<file path="src/rtl/mul_hilo_ctrl.sv">
// mul_hilo_ctrl: control stage wrapped around the combinational signed multiplier.
// It registers the multiplier operands, waits a fixed settle window, then captures
// the 64-bit product into HI/LO. It also serves direct HI/LO writes (mthi/mtlo).
// Optional feature macro: MUL_ZERO_SHORTCUT_EN. When it is defined, a request with a
// zero operand completes on the accept edge without entering WAIT.
module mul_hilo_ctrl #(
    // Cycles the multiplier output may settle before capture; legal range 1..15.
    parameter int SETTLE_CYCLES = 2
) (
    input  logic        i_clock,
    input  logic        i_clear,
    input  logic        i_start,
    input  logic [31:0] i_op_a,
    input  logic [31:0] i_op_b,
    output logic [31:0] o_mul_a,
    output logic [31:0] o_mul_b,
    input  logic [63:0] i_mul_z,
    input  logic        i_hi_wr,
    input  logic [31:0] i_hi_in,
    input  logic        i_lo_wr,
    input  logic [31:0] i_lo_in,
    output logic [31:0] o_hi_out,
    output logic [31:0] o_lo_out,
    output logic        o_busy,
    output logic        o_done
);

    // The counter is loaded with SETTLE_CYCLES-1 so that the capture edge falls
    // exactly SETTLE_CYCLES edges after the accept edge.
    localparam logic [3:0] CNT_LOAD = 4'(SETTLE_CYCLES - 1);

    typedef enum logic {
        ST_IDLE = 1'b0,
        ST_WAIT = 1'b1
    } state_t;

    state_t      r_state;
    logic [3:0]  r_cnt;
    logic [31:0] r_mul_a;
    logic [31:0] r_mul_b;
    logic [31:0] r_hi;
    logic [31:0] r_lo;
    logic        r_done;

`ifdef MUL_ZERO_SHORTCUT_EN
    // A zero operand makes the product zero, so no settle window is needed.
    logic w_zero_op;
    assign w_zero_op = (i_op_a == 32'd0) || (i_op_b == 32'd0);
`endif

    // Controller FSM, settle counter, operand registers and HI/LO.
    // Direct writes are applied first so a capture later in the block overrides them.
    always_ff @(posedge i_clock or negedge i_clear) begin
        if (!i_clear) begin
            r_state <= ST_IDLE;
            r_cnt   <= 4'd0;
            r_mul_a <= 32'd0;
            r_mul_b <= 32'd0;
            r_hi    <= 32'd0;
            r_lo    <= 32'd0;
            r_done  <= 1'b0;
        end else begin
            r_done <= 1'b0;

            if (i_hi_wr) begin
                r_hi <= i_hi_in;
            end
            if (i_lo_wr) begin
                r_lo <= i_lo_in;
            end

            case (r_state)
                ST_IDLE: begin
                    if (i_start) begin
                        // Operands stay in these registers after capture; they are
                        // only replaced by the next accepted request.
                        r_mul_a <= i_op_a;
                        r_mul_b <= i_op_b;
`ifdef MUL_ZERO_SHORTCUT_EN
                        if (w_zero_op) begin
                            r_hi   <= 32'd0;
                            r_lo   <= 32'd0;
                            r_done <= 1'b1;
                        end else begin
                            r_cnt   <= CNT_LOAD;
                            r_state <= ST_WAIT;
                        end
`else
                        r_cnt   <= CNT_LOAD;
                        r_state <= ST_WAIT;
`endif
                    end
                end

                ST_WAIT: begin
                    // Start is not looked at here: requests while busy are dropped.
                    if (r_cnt != 4'd0) begin
                        r_cnt <= r_cnt - 4'd1;
                    end else begin
                        r_hi    <= i_mul_z[63:32];
                        r_lo    <= i_mul_z[31:0];
                        r_done  <= 1'b1;
                        r_state <= ST_IDLE;
                    end
                end

                default: begin
                    r_state <= ST_IDLE;
                end
            endcase
        end
    end

    // Busy is decoded straight from the state so it tracks WAIT exactly.
    assign o_busy   = (r_state == ST_WAIT);
    assign o_done   = r_done;
    assign o_mul_a  = r_mul_a;
    assign o_mul_b  = r_mul_b;
    assign o_hi_out = r_hi;
    assign o_lo_out = r_lo;

endmodule

</file>
<file path="config.mk">
export PLATFORM = sky130hd
export DESIGN_NAME = mul_hilo_ctrl
export DESIGN_NICKNAME = d
export VERILOG_FILES = /design/src/rtl/mul_hilo_ctrl.sv
export SDC_FILE = /design/constraint.sdc
export NUM_CORES = 1
export LEC_CHECK = 0
export BUFFER_PORTS_ARGS = -buffer_cell sky130_fd_sc_hd__buf_4
export CAP_MARGIN = 40
export CORE_AREA = 2 2 127 129
export DETAILED_ROUTE_END_ITERATION = 8
export DIE_AREA = 0 0 129 131
export GPL_TIMING_DRIVEN = 0
export MAX_ROUTING_LAYER = met4
export PLACE_DENSITY = 0.71
export SLEW_MARGIN = 20
export SYNTH_ARGS = -nofsm -noshare
export SYNTH_HDL_FRONTEND = slang
export SYNTH_SLANG_ARGS = --single-unit
</file>
<file path="constraint.sdc">
create_clock -name i_clock -period 2.62 [get_ports i_clock]
set_input_delay 0.524 -clock i_clock [delete_from_list [all_inputs] [get_ports i_clock]]
set_output_delay 0.524 -clock i_clock [all_outputs]
set_load 0.005 [all_outputs]
</file>
Word-level counts from Yosys, hierarchy flattened
Index checks and enable logic that the tools add are counted.
{"block": "op_classes", "n_addsub": 1, "eq_ne": 2, "mux": 14, "n_bitwise": 1, "reduce_logical": 3}
{"operator": "2-to-1 mux 32 bit", "count": 6}
{"operator": "2-to-1 mux 4 bit", "count": 2}
{"operator": "case mux 4 bit (2 select lines)", "count": 1}
{"operator": "2-to-1 mux 1 bit", "count": 4}
{"operator": "AND reduction 2 bit", "count": 2}
{"operator": "nonzero test 4 bit", "count": 1}
{"operator": "subtractor 4 x 1 -> 4 bit, second input constant", "count": 1}
{"operator": "inequality test 2 x 1 -> 1 bit, second input constant", "count": 1}
{"operator": "inequality test 2 bit, second input constant", "count": 1}
{"operator": "case mux 1 bit (2 select lines)", "count": 1}
{"operator": "NOT 1 bit", "count": 1}
{"block": "totals", "reg_bits": 134, "elab_cells": 28}

Longest topological paths before layout
Gate-level depths: netlist of run 1.
{"block": "logic_depth", "depth_word": 3, "mapped_depth": 8, "ltp_nobuf": 5}

Worst setup path after synthesis of run 1
No wires, ideal clock.
{"block": "synth_path", "path_type": "register to register", "start": "reg r_cnt[0]", "end": "reg r_hi[12], in the netlist o_hi_out[12]", "setup_ps": 127, "t_arrival_ps": 1363, "required_ps": 2493, "setup_slack_ps": 1130, "stages_incl_launch_ff": 9, "path_buffers": 3, "synth_period_minus_slack_ps": 1490, "cell_sequence": "dfrtp_1 inv_1 ha_1 and4bb_2 buf_4 buf_6 buf_6 nand2_1 o21ai_0"}
{"block": "synth_between", "elab_chain_cells": 3}
{"item": "start: declaration", "line": "38", "source": "logic [3:0] r_cnt;"}
{"item": "start signal: assignment", "line": "98", "source": "r_cnt <= r_cnt - 4'd1;"}
{"item": "nonzero test 4 bit", "line": "97", "source": "if (r_cnt != 4'd0) begin"}
{"item": "2-to-1 mux 32 bit", "line": "97"}
{"item": "2-to-1 mux 32 bit", "line": "72", "source": "case (r_state)"}
{"item": "end signal: assignment", "line": "66", "source": "r_hi <= i_hi_in;"}
{"item": "end signal: assignment", "line": "100", "source": "r_hi <= i_mul_z[63:32];"}
{"item": "end: declaration", "line": "41", "source": "logic [31:0] r_hi;"}
No other way between the ends.
A chain may end at the register's enable or synchronous reset.

Worst setup path after layout of run 1
{"block": "layout_path", "start": "reg r_cnt[0]", "end": "reg r_hi[1], in the netlist o_hi_out[1]"}
The elaborated chain is that of the path after synthesis.

==> metrics.csv, run 1 <==
metric;value;unit
critical path fanouts, max;10;
vias in the first global route;5181;
Power Dens Cells;1120;nW/um2
Root Buffer Master;sky130_fd_sc_hd__clkbuf_16;
Slew @ Worst Pin;0.658;ns
number of placement rows;46;
clock latency on the worst-skew pair;0.42;ns
GRT Util Overall;22.2;%
most used standard cells in the synthesized netlist;259 x sky130_fd_sc_hd__nand2_1, 134 x sky130_fd_sc_hd__dfrtp_1, 68 x sky130_fd_sc_hd__mux2i_1;
initial standard-cell utilization of the core;36.0;%
kind of capture point of the worst setup path;flop;
Reg-to-Reg Start;r_cnt[0];
buffers inserted by post-CTS timing repair;0;
cells taking the most area after synthesis;sky130_fd_sc_hd__dfrtp_1 60%, sky130_fd_sc_hd__nand2_1 17%, sky130_fd_sc_hd__mux2i_1 12%, sky130_fd_sc_hd__o21ai_0 5.9%, sky130_fd_sc_hd__buf_2 1.8%;
number of antenna violations at the first check in global routing;0;
area post-placement;8350;um2
Die Footprint;16900;um2
number of storage elements in the synthesis netlist;134;
# nets final;1119;
overall power consumption;10.1;mW
floorplan die height;131;um
DP HPWL;13.9;mm
fraction of the yosys area taken by sequential cells;59.7;%
total standard cell area after synthesis;5610;um2
Hold/Removal Path Class;in2async;
count of flip-flops with a built-in enable after synthesis;0;
number of I/O pins;327;
cell with the most instances after synthesis;sky130_fd_sc_hd__nand2_1;
# diodes;0;
Num CTS Buffers;17;
Avg Vias per Cell;4.55;
crit path time final;1.75;ns
Slew Limit Fails;0;
First-pass DRT Iterations;5;
RSZ-0062 raised after global routing;no;
Worst Slack Setup Final;0.874;ns
dominant synthesized flop cell;sky130_fd_sc_hd__dfrtp_1;
antenna-violating nets left;0;
largest net degree at the start of global routing;71;
number of max-cap violations;0;
global placer's final weighted congestion;0.810;
Post-Place Worst Slack;0.887;ns
sort of element at the start of the critical path;flop;
CTS tree;yes;
largest vdd supply drop;0.561;mV
area share of the leading cell type in the synthesized netlist;59.7;%
Mapped Nets;775;
average detailed-routed wire length per instance;15.9;um
run status;complete, no violations;
CP startpoint;r_cnt[0];
data arrival time of the worst path;2.07;ns
Final Routed Wirelength;18.3;mm
H-tree level count;4;
wire length of the first global-routing pass;27.4;mm
normalized max-slew margin;55.7;%
Avg Synthesized Cell Area;9.75;um2
area leader, netlist;sky130_fd_sc_hd__dfrtp_1;
detailed-route DRC error count;0;
Post-Syn Instances;576;
fraction of layout cells with a size suffix above 1;41.1;%
hold buffer count at cts;0;
deepest clock path buffer count;2;
area growth from synthesis to layout;60.4;%
Leak Pwr;4.79;nW
required time reported for the critical path endpoint;2.94;ns
number of buffers inserted by port buffering;324;
vias;5226;
maximum achievable frequency;573;MHz
layout filler cell count;1382;
first-iteration detailed-routing DRC count;240;
residual overflow from global routing;0;
Fin Clk Skew;0.00801;ns
final design utilization;57.7;%
Worst Path Class, Setup;reg2reg;
count of endpoints failing setup in the final report;0;
final sum of negative setup slack;0;ns
Worst R2R Setup Slack;0.87;ns
total of cells resized after clock tree synthesis;0;
Post-Layout Inst Area;9010;um2
clock transition time at the flip-flop clock pins of the worst setup and hold paths;0.06;ns
depth of the worst register-to-register path;7;
number of warnings issued by yosys;0;
number of clock sinks;134;
Core Footprint;15600;um2
die boundary width;129;um
post-synthesis cell type count;19;
capturing instance or port of the critical path;o_hi_out[1];
share of synthesized flip-flops with an asynchronous set or reset;100;%
ratio of final minimum period to clock period;66.7;%
capture point of the worst reg-to-reg path;o_hi_out[1];
final-report hold violation count;0;
worst min path at each step:
stage                     cells past startpoint          end   startpoint
after floorplan                               0       o_busy      i_clear
after global placement                        2  o_mul_a[17]  o_mul_a[17]
after detailed placement                      2   o_mul_b[3]   o_mul_b[3]
after CTS                                     1  o_lo_out[8]      i_clear
after global routing                          1  o_lo_out[8]      i_clear
final                                         1  o_lo_out[8]      i_clear
power breakdown:
| group | internal, mW | total, mW | switching (mW) |
|---|---|---|---|
| combinational | 2.00 | 3.73 | 1.73 |
| sequential | 3.09 | 3.67 | 0.580 |
| clock | 1.74 | 2.66 | 0.916 |
registers in the layout (all words and copies together), names as in the netlist:
name and cells:
o_hi_out 32, o_lo_out 32, o_mul_a 32, o_mul_b 32
r_cnt 4, o_busy 1, o_done 1
logic make-up (layout without fill, tap and decap cells):
group,after synthesis,in the layout,share of synthesized area [%]
and+or+nand+nor,267,267,18.3
DFF,134,134,59.7
muxes,68,68,12.1
AOI/OAI and AO/OA,67,67,6.04
buffers and inverters,38,395,3.39
adders and majority gates,2,2,0.446
routing by layer:
metal  vias to the layer above  track usage, %  share of wire, %
met4                         0            8.06               1.9
met1                      2416            25.7                40
met2                       231            36.4                50
met5                         -               -                 0
li1                       2556               -                 -
met3                        23            7.21               8.4
through the flow:
step	cells	hold WS, ns
after floorplan	576	0.228
after global placement	1116	0.460
after detailed placement	1117	0.463
after CTS	1149	0.0601
after global routing	1149	0.0615
final	1149	0.0399
critical path: stages (launching register included):
cell and delay (ns):
sky130_fd_sc_hd__dfrtp_1 0.41, sky130_fd_sc_hd__inv_1 0.09, sky130_fd_sc_hd__ha_1 0.19, sky130_fd_sc_hd__and4bb_2 0.28, sky130_fd_sc_hd__buf_4 0.19, sky130_fd_sc_hd__buf_2 0.31
sky130_fd_sc_hd__nand2_1 0.08, sky130_fd_sc_hd__o21ai_0 0.09
final cells by class:
type	count	area (um2)	area share [%]
sequential	134	3350	37.2
timing repair buffer	325	2470	27.4
multi-input combinational	404	2070	23.0
clock buffer	20	457	5.07
tap	216	270	3.00
clock inverter	12	199	2.21
buffer	36	183	2.03
inverter	2	7.51	0.0833
placed cells by master (no fill, tap or decap), types with 3 or more instances in the layout:
master and n:
sky130_fd_sc_hd__buf_4 324, sky130_fd_sc_hd__nand2_1 259, sky130_fd_sc_hd__dfrtp_1 134, sky130_fd_sc_hd__mux2i_1 68, sky130_fd_sc_hd__o21ai_0 66, sky130_fd_sc_hd__buf_2 20
sky130_fd_sc_hd__clkbuf_16 17, sky130_fd_sc_hd__clkbuf_1 9, sky130_fd_sc_hd__bufinv_16 5, sky130_fd_sc_hd__clkbuf_2 3, sky130_fd_sc_hd__nand2b_1 3, sky130_fd_sc_hd__clkinv_2 3
Note: power is estimated with default switching activity, not from simulation.
==> inputs of run 2 (changes only) <==
--- a/config.mk
+++ b/config.mk
@@ -7,12 +7,12 @@
 export LEC_CHECK = 0
 export BUFFER_PORTS_ARGS = -buffer_cell sky130_fd_sc_hd__buf_4
 export CAP_MARGIN = 40
-export CORE_AREA = 2 2 127 129
+export CORE_AREA = 2 2 126 128
 export DETAILED_ROUTE_END_ITERATION = 8
-export DIE_AREA = 0 0 129 131
+export DIE_AREA = 0 0 128 130
 export GPL_TIMING_DRIVEN = 0
 export MAX_ROUTING_LAYER = met4
-export PLACE_DENSITY = 0.71
+export PLACE_DENSITY = 0.75
 export SLEW_MARGIN = 20
 export SYNTH_ARGS = -nofsm -noshare
 export SYNTH_HDL_FRONTEND = slang
==> constraint.sdc (replaced) <==
create_clock -name i_clock -period 1.4 [get_ports i_clock]
set_input_delay 0.28 -clock i_clock [delete_from_list [all_inputs] [get_ports i_clock]]
set_output_delay 0.28 -clock i_clock [all_outputs]
set_load 0.005 [all_outputs]
==> metrics.csv, run 2 (synthesized netlist as in run 1, its figures left out) <==
metric;value;unit;change
final design utilization;60.5;%;+2.8 points
clock latency on the worst-skew pair;0.41;ns;about the same
most frequent standard cell in the layout excluding fill and tap cells;sky130_fd_sc_hd__buf_4;;
Num CTS Buffers;17;;unchanged
vias in the first global route;5402;;+4.3%
number of clock sinks;134;;unchanged
Final Routed Wirelength;18.8;mm;+2.8%
RSZ-0062 raised after global routing;yes;;
number of I/O pins;327;;unchanged
GRT Util Overall;22.3;%;+0.11 points
Worst Path Class, Setup;reg2reg;;
critical path fanouts, max;4;;-6
CP startpoint;r_cnt[0];;
maximum achievable frequency;623;MHz;+8.8%
instance count after placement with tap cells included;1093;;-2.1%
layout filler cell count;1319;;-4.6%
largest vdd supply drop;1.06;mV;+90%
final-report hold violation count;0;;unchanged
Slew @ Worst Pin;0.500;ns;-0.158 ns
initial standard-cell utilization of the core;36.4;%;+0.40 points
deepest clock path buffer count;2;;unchanged
run status;finished with violations;;
ratio of final minimum period to clock period;115;%;+48 points
Post-Place Worst Slack;-0.271;ns;-1.16 ns
First-pass DRT Iterations;6;;+1
Non-Filler Instances;1146;;-0.26%
global placer's final weighted congestion;0.820;;+1.2%
Post-Layout Inst Area;9330;um2;+3.6%
Core Footprint;15400;um2;-1.1%
first-iteration detailed-routing DRC count;191;;-20%
hold-critical path depth;3;;
depth of the worst register-to-register path;7;;unchanged
number of buffers inserted by port buffering;324;;unchanged
number of antenna violations at the first check in global routing;0;;unchanged
H-tree level count;4;;unchanged
Power Dens Cells;2060;nW/um2;+84%
Root Buffer Master;sky130_fd_sc_hd__clkbuf_16;;
maximum single-stage delay on the critical path;0.41;ns;about the same
floorplan die height;130;um;-0.76%
Die Footprint;16600;um2;-1.5%
worst hold start;i_op_b[14];;
Leak Pwr;4.99;nW;+4.2%
number of max-cap violations;0;;unchanged
fraction of layout cells with a size suffix above 1;45.9;%;+4.9 points
crit path max-delay cell type;sky130_fd_sc_hd__dfrtp_1;;
# diodes;0;;unchanged
data arrival time of the worst path;1.93;ns;-0.14 ns
required time reported for the critical path endpoint;1.73;ns;-1.21 ns
detailed-route DRC error count;0;;unchanged
antenna-violating nets left;0;;unchanged
average detailed-routed wire length per instance;16.4;um;+3.0%
Worst Slack Setup Final;-0.205;ns;-1.08 ns
Hold/Removal Path Class;in2reg;;
sort of element at the start of the critical path;flop;;
die boundary width;128;um;-0.78%
Reg-to-Reg Start;r_cnt[0];;
largest net degree at the start of global routing;73;;+2.8%
normalized max-slew margin;66.7;%;+11 points
area growth from synthesis to layout;66.3;%;
residual overflow from global routing;0;;unchanged
kind of capture point of the worst setup path;flop;;
ordered list of cells on the worst path;inv_2 -> ha_4 -> buf_4 -> buf_4 -> nand2b_1 -> o21ai_1 -> mux2i_1;;
number of placement rows;46;;unchanged
cell seen most often among critical-path stages;sky130_fd_sc_hd__buf_4;;
# nets final;1140;;+1.9%
violations in the final reports;negative setup slack;;
count of endpoints failing setup in the final report;68;;+68
clock transition time at the flip-flop clock pins of the worst setup and hold paths;0.06;ns;about the same
CTS tree;yes;;
vias;5416;;+3.6%
wire length of the first global-routing pass;27.7;mm;+0.93%
area post-placement;8330;um2;-0.28%
DP HPWL;13.8;mm;-0.99%
Avg Vias per Cell;4.73;;+3.9%
overall power consumption;19.2;mW;+91%
Slew Limit Fails;0;;unchanged
crit path time final;1.60;ns;-0.141 ns
Fin Clk Skew;0.00728;ns;-0.000736 ns
commonest non-fill, non-tap cells in the layout;343 x sky130_fd_sc_hd__buf_4, 241 x sky130_fd_sc_hd__nand2_1, 133 x sky130_fd_sc_hd__dfrtp_1;;
-- run 2: through the flow --
| step | hold WS (ns) | setup TNS, ns |
|---|---|---|
| 2_1_floorplan | -0.0156 | -0.0734 |
| 3_3_place_gp | 0.459 | -81.22 |
| 3_5_place_dp | 0.255 | -17.39 |
| 4_1_cts | 0.0381 | -4.63 |
| 5_1_grt | 0.0489 | -12.06 |
| 6_report | 0.0563 | -6.00 |
-- run 2: per-layer routing --
layer	wire [um]	share of wire (%)	vias up	track usage [%]
met5	0	0	-	-
met4	448	2.4	0	8.08
met3	1450	7.7	29	6.36
met2	9410	50	238	37.2
met1	7520	40	2551	25.8
li1	-	-	2598	-
-- run 2: power by group --
part           internal [mW]  switching, mW  total (mW)
registers               5.79           1.10        6.89
clock network           2.58           1.64        4.22
logic                   4.47           3.62        8.09
total                   12.8           6.36        19.2
-- run 2: worst paths after layout --
kind,endpoint,slack [ns]
max in group asynchronous,o_mul_a[1],0.29
worst max register to register,r_cnt[1],-0.20
worst max-delay path,r_cnt[1],-0.20
worst min-delay path,o_mul_b[14],0.06
min in group asynchronous,o_mul_b[14],0.38
worst min register to register,o_mul_b[4],0.47
-- run 2: what timing repair did --
item / 4_1_cts / 5_1_grt
gates resized for setup: 51 / 52
endpoints found under the hold margin: 62 / 0
pin swaps: 3 / 9
gates cloned: 3 / 1
hold buffers: 1 / 0
setup buffers: 12 / 5
endpoints found under the setup margin: 110 / 120
-- run 2: final cells by class --
class	instances	area [um2]	area share, %
inverter	2	7.51	0.0804
sequential	134	3350	35.9
clock inverter	8	73.8	0.791
timing repair buffer	346	2680	28.7
buffer	36	285	3.06
multi-input combinational	404	2210	23.7
clock buffer	24	482	5.16
tap	192	240	2.57
-- run 2: critical path: cells and delay by family (launching register included) --
kind                       cells  cell delay (ns)
buffers and inverters          3             0.29
muxes                          1             0.24
adders and majority gates      1             0.13
DFF                            1             0.41
and+or+nand+nor                1             0.06
AOI/OAI and AO/OA              1             0.38
